`src/rtl/dbg_clk_gen.sv`:
```
// Debug clock generator: NUM_CLKS dividers of i_clk whose limits sweep every table combination.
// All outputs registered (index update 1 cycle after request); i_hold freezes dividers only.
module dbg_clk_gen #(
  parameter int NUM_CLKS   = 4,
  parameter int CLK_WDH    = 17,
  parameter int NUM_LIMS   = 7,
  parameter logic [NUM_LIMS*CLK_WDH-1:0] LIM_TABLE =
    {17'd65536, 17'd4096, 17'd1024, 17'd64, 17'd16, 17'd4, 17'd2},
  parameter int ROT_PERIOD = 250000,
  localparam int IDX_WDH   = (NUM_LIMS > 2) ? $clog2(NUM_LIMS) : 1
) (
  input  logic                        i_clk,
  input  logic                        reset,
  input  logic                        i_hold,
  input  logic                        i_rotate_en,
  input  logic                        i_step,
  output logic [NUM_CLKS-1:0]         o_dclk,
  output logic [NUM_CLKS-1:0]         o_rise,
  output logic [NUM_CLKS*IDX_WDH-1:0] o_lims_idxs,
  output logic                        o_rot_wrap
);

  localparam int ROT_W = $clog2(ROT_PERIOD);
  localparam logic [ROT_W-1:0]   ROT_LAST = ROT_W'(ROT_PERIOD - 1);
  localparam logic [IDX_WDH-1:0] IDX_LAST = IDX_WDH'(NUM_LIMS - 1);

  logic [NUM_CLKS-1:0][CLK_WDH-1:0] cnt_q, cnt_d;
  logic [NUM_CLKS-1:0][IDX_WDH-1:0] idx_q, idx_d;
  logic [NUM_CLKS-1:0][CLK_WDH-1:0] lim;
  logic [NUM_CLKS-1:0]              dclk_q, dclk_d;
  logic [NUM_CLKS-1:0]              rise_q, rise_d;
  logic [ROT_W-1:0]                 rot_q, rot_d;
  logic                             wrap_q, wrap_d;
  logic                             adv;
  logic                             carry;
  logic                             all_max;

  // Mux-based lookup keeps unused index codes (non power-of-two tables) well defined.
  function automatic logic [CLK_WDH-1:0] lim_of(input logic [IDX_WDH-1:0] idx);
    logic [CLK_WDH-1:0] r;
    r = LIM_TABLE[CLK_WDH-1:0];
    for (int j = 0; j < NUM_LIMS; j++) begin
      if (idx == IDX_WDH'(j)) r = LIM_TABLE[j*CLK_WDH +: CLK_WDH];
    end
    return r;
  endfunction

  always_comb begin
    adv = i_step | (i_rotate_en & (rot_q == ROT_LAST));
    if (adv)              rot_d = '0;
    else if (i_rotate_en) rot_d = rot_q + ROT_W'(1);
    else                  rot_d = rot_q;

    carry   = adv;
    all_max = 1'b1;
    for (int k = 0; k < NUM_CLKS; k++) begin
      idx_d[k] = idx_q[k];
      if (idx_q[k] != IDX_LAST) all_max = 1'b0;
      if (carry) begin
        if (idx_q[k] == IDX_LAST) begin
          idx_d[k] = '0;
        end else begin
          idx_d[k] = idx_q[k] + IDX_WDH'(1);
          carry    = 1'b0;
        end
      end
    end
    wrap_d = adv & all_max;
  end

  // ">=" lets a channel whose limit just shrank below its count wrap immediately.
  always_comb begin
    for (int k = 0; k < NUM_CLKS; k++) begin
      lim[k]    = lim_of(idx_q[k]);
      cnt_d[k]  = cnt_q[k];
      dclk_d[k] = dclk_q[k];
      rise_d[k] = 1'b0;
      if (!i_hold) begin
        if (cnt_q[k] >= lim[k] - CLK_WDH'(1)) begin
          cnt_d[k]  = '0;
          dclk_d[k] = ~dclk_q[k];
          rise_d[k] = ~dclk_q[k];
        end else begin
          cnt_d[k] = cnt_q[k] + CLK_WDH'(1);
        end
      end
    end
  end

  always_ff @(posedge i_clk or posedge reset) begin
    if (reset) begin
      cnt_q  <= '0;
      idx_q  <= '0;
      dclk_q <= '0;
      rise_q <= '0;
      rot_q  <= '0;
      wrap_q <= 1'b0;
    end else begin
      cnt_q  <= cnt_d;
      idx_q  <= idx_d;
      dclk_q <= dclk_d;
      rise_q <= rise_d;
      rot_q  <= rot_d;
      wrap_q <= wrap_d;
    end
  end

  assign o_dclk      = dclk_q;
  assign o_rise      = rise_q;
  assign o_lims_idxs = idx_q;
  assign o_rot_wrap  = wrap_q;

endmodule

```
`config.mk`:
```
export PLATFORM = sky130hd
export DESIGN_NAME = dbg_clk_gen
export DESIGN_NICKNAME = d
export VERILOG_FILES = /design/src/rtl/dbg_clk_gen.sv
export SDC_FILE = /design/constraint.sdc
export NUM_CORES = 1
export LEC_CHECK = 0
export CAP_MARGIN = 5
export CORE_UTILIZATION = 60
export CTS_BUF_LIST = sky130_fd_sc_hd__clkbuf_4
export CTS_CLUSTER_DIAMETER = 50
export DETAILED_ROUTE_END_ITERATION = 8
export PLACE_DENSITY = 0.78
export SLEW_MARGIN = 20
export SYNTH_ARGS = -nofsm -noshare
export SYNTH_HDL_FRONTEND = slang
export SYNTH_SLANG_ARGS = --single-unit
```
`constraint.sdc`:
```
create_clock -name i_clk -period 5.13 [get_ports i_clk]
set_clock_uncertainty 0.15 [all_clocks]
set_input_delay 1.026 -clock i_clk [delete_from_list [all_inputs] [get_ports i_clk]]
set_output_delay 1.026 -clock i_clk [all_outputs]
set_load 0.01 [all_outputs]
```
==> flow_summary.yaml, run 1 <==
timing:
  setup_viol: 0
  max_freq_mhz: 227.8
  maxSlewHeadroom_pct: 36.22
  period_share_pct: 85.58
  rsz0062_at_grt: "false"
  final_hold_viol_count: 0
  slew_viol_final: 0
  fin_tns_setup_ns: 0
  tightestPinTransition_ns: 0.9547
  hold_ws_ns: 0.3258
  finalCriticalPeriod_ns: 4.390
placed_design:
  placed_cells: 963
  gp_congestion: 0.8793
  io_buffers: 25
  hpwl_mm: 10.35
global_routing:
  grt-ovfl-total: 0
  grt_max_degree: 80
  grt_pass1_vias: 5569
  grtUsageTotal_pct: 24.80
  grt_pass1_wl_mm: 25.23
  antenna_found_initial: 0
clock_tree:
  root_buffer: "clkbuf_4"
  clock_path_buffers: 2
  cts-resized-gates: 0
  postCtsHoldBufs: 0
  clock-sinks: 107
  cts_setup_buffers: 0
  cts-htree-levels: 3
  numCtsBuffers: 9
  clk_latency_ns: 0.48
  path_clk_slew_ns: 0.17
  cts_tree: "built"
setup_path:
  path_max_fanout: 15
  arrival_ns: 4.66
  critPathLaunchType: "register"
  ff2ff_setup_slack_ns: 0.74
  r2r_end: "o_rise[1]"
  cp-end-kind: "register"
  path_class: "reg -> reg"
  r2r-start: "o_lims_idxs[3]"
  worstPathRequired_ns: 5.40
  reg2reg_depth: 14
synth:
  syn_inst: 818
  syn-cell-area_um2: 7164
  synth.area.mux_share_pct: 0.4366
  yosys_warnings: 0
  synth_top_area_share_pct: 37.37
  synth-simple-area-share_pct: 24.69
  netlist_top_cells_count: "nor2_1 (117), dfrtp_1 (107), nand2_1 (97)"
  yosys-top-cells-area: "dfrtp_1 (37%), ha_1 (14%), nor2_1 (6.1%)"
  yosysMostFrequentCell: "nor2_1"
  synth_enable_flop_cells: 0
  ys_seq_area_share_pct: 37.37
  synth_xor_xnor_area_share_pct: 9.291
  yosysTopAreaCell: "dfrtp_1"
  synthArstFlopShare_pct: 100.0
  synth_ff_type: "dfrtp_1"
  synth_top_family_by_area: "simple AND/OR/NAND/NOR gates"
  yosys.cell_types.count: 58
  avgSynthCellArea_um2: 8.758
  synth_compound_gate_area_share_pct: 10.53
  ys_ff_latch: 107
  synth_adder_area_share_pct: 14.15
  synth_nets: 904
detailed_routing:
  drc: 2
  drt_wl_total_mm: 13.93
  dr.first_iter.drc_count: 389
  vias: 5684
  ant_nets: 0
  vias_per_cell: 5.806
  wl_per_cell_um: 14.23
  firstDrtPassIters: 7
run:
  max_cap_viol_count: 0
die:
  die_area_um2: 12380
  rows: 39
  ios: 26
  fp.dieW_um: 111.3
  start_util_pct: 62.21
  die_y_um: 111.3
  coreArea_um2: 11520
min_path:
  hold_class: "reg -> reg"
  hp-start: "o_dclk[2]"
  whs_endpoint: "o_rise[2]"
  whs_path_depth: 1
pwr:
  pwr-share-seq_pct: 37.7
  sw_frac_of_total_pct: 43.63
  p_clk_share_pct: 12.5
  internal_power_mw: 1.782
  p_comb_share_pct: 49.8
  p_leak_nw: 3.598
  ir_worst_vdd_uv: 363.7
  pwr_density_cell_nw_per_um2: 414.9
  total_power_mw: 3.161
  p_switching_mw: 1.379
final_layout:
  fill_cells: 938
  syn_to_final_growth_pct: 6.322
  nNetsFinal: 917
  utilization_pct: 66.15
  drive_gt1_share_pct: 3.230
  finalNonFillerCells: 979
  diodes: 0
outcome:
  violations: "DRC"
  status: "complete, but fails checks"
-- kinds of logic after synthesis --
group,Yosys count
compound gates,119
buf+inv,60
xor+xnor,76
fa+ha+maj,81
flops,107
mux,3
simple gates,372
-- state kept, by name, summed over array words and instances (netlist names) --
signal / flops
o_rise: 4
o_lims_idxs: 12
o_rot_wrap: 1
rot_q: 18
o_dclk: 4
cnt_q: 68
-- critical path, cell delays in order, from the launching register on --
cell,delay (ns)
dfrtp_1,0.59
and2_1,0.22
ha_1,0.23
nand3b_1,0.13
ha_1,0.36
ha_1,0.25
inv_1,0.07
a221o_1,0.27
ha_1,0.32
nand3_1,0.11
nor3_1,0.26
o211ai_1,0.13
nand3_1,0.21
nor2b_1,0.79
nor2b_1,0.22
-- power groups by stage --
stage	combinational [mW]	clock, mW	sequential [mW]
floorplan	1.21	0	1.14
global placement	1.48	0	1.19
detailed placement	1.56	0	1.20
CTS	1.58	0.412	1.19
global route	1.85	0.441	1.23
finish	1.57	0.396	1.19
-- cells in the final DEF, fill, tap and decap left out, types with 4 or more instances in the layout --
| master | instances |
|---|---|
| and3_1 | 13 |
| or3_1 | 8 |
| nand3_1 | 50 |
| a21oi_1 | 29 |
| dfrtp_1 | 107 |
| clkbuf_4 | 9 |
| nor2b_1 | 14 |
| buf_4 | 4 |
| xnor2_1 | 26 |
| a211oi_1 | 5 |
| nand4_1 | 16 |
| inv_6 | 4 |
| clkdlybuf4s50_1 | 25 |
| o21ai_0 | 34 |
| nand2_1 | 97 |
| a21o_1 | 15 |
| nand2b_1 | 13 |
| o21bai_1 | 5 |
| xor2_1 | 50 |
| ha_1 | 81 |
| nor2_1 | 117 |
| o31ai_1 | 4 |
| and2_1 | 5 |
| inv_1 | 32 |
| nor3_1 | 14 |
-- how the worst max path moves through the flow --
stage / startpoint / to / slack [ns]
detailed placement: o_lims_idxs[3] / cnt_q[23] / 0.78
finish: o_lims_idxs[3] / o_rise[1] / 0.74
floorplan: reset / cnt_q[0] / 1.14
global placement: o_lims_idxs[3] / o_dclk[1] / 1.08
CTS: o_lims_idxs[3] / o_rise[1] / 0.73
global route: o_lims_idxs[3] / o_rise[1] / 0.34
-- per-layer routing --
metal / share of wire (%) / global-route usage, % / vias up
li1: - / - / 2850
met1: 47 / 32.30 / 2718
met2: 48 / 42.17 / 101
met3: 3.7 / 5.085 / 15
met4: 1.3 / 6.306 / 0
met5: 0 / 0 / -
-- layout make-up --
| cell class | count | area [um^2] | share of cell area [%] |
|---|---|---|---|
| Timing Repair Buffer | 29 | 280.3 | 3.679 |
| Tap cell | 143 | 178.9 | 2.349 |
| Clock inverter | 7 | 50.05 | 0.6570 |
| Sequential cell | 107 | 2678 | 35.15 |
| Multi-Input combinational cell | 651 | 4234 | 55.58 |
| Clock buffer | 9 | 67.56 | 0.8870 |
| Inverter | 33 | 128.9 | 1.692 |
-- stage by stage --
stage,instance area [um^2],worst slack (ns)
CTS,7615,0.7294
floorplan,7164,1.137
detailed placement,7497,0.7839
finish,7617,0.7396
global route,7617,0.3401
global placement,7497,1.078
No activity file was read; power rests on OpenSTA's default activity.
==> run 2, diff against run 1 <==
GPL_TIMING_DRIVEN = 1   (was not set)
==> results of run 2 <==
Final layout, timing and power as in run 1 (identical DEF).
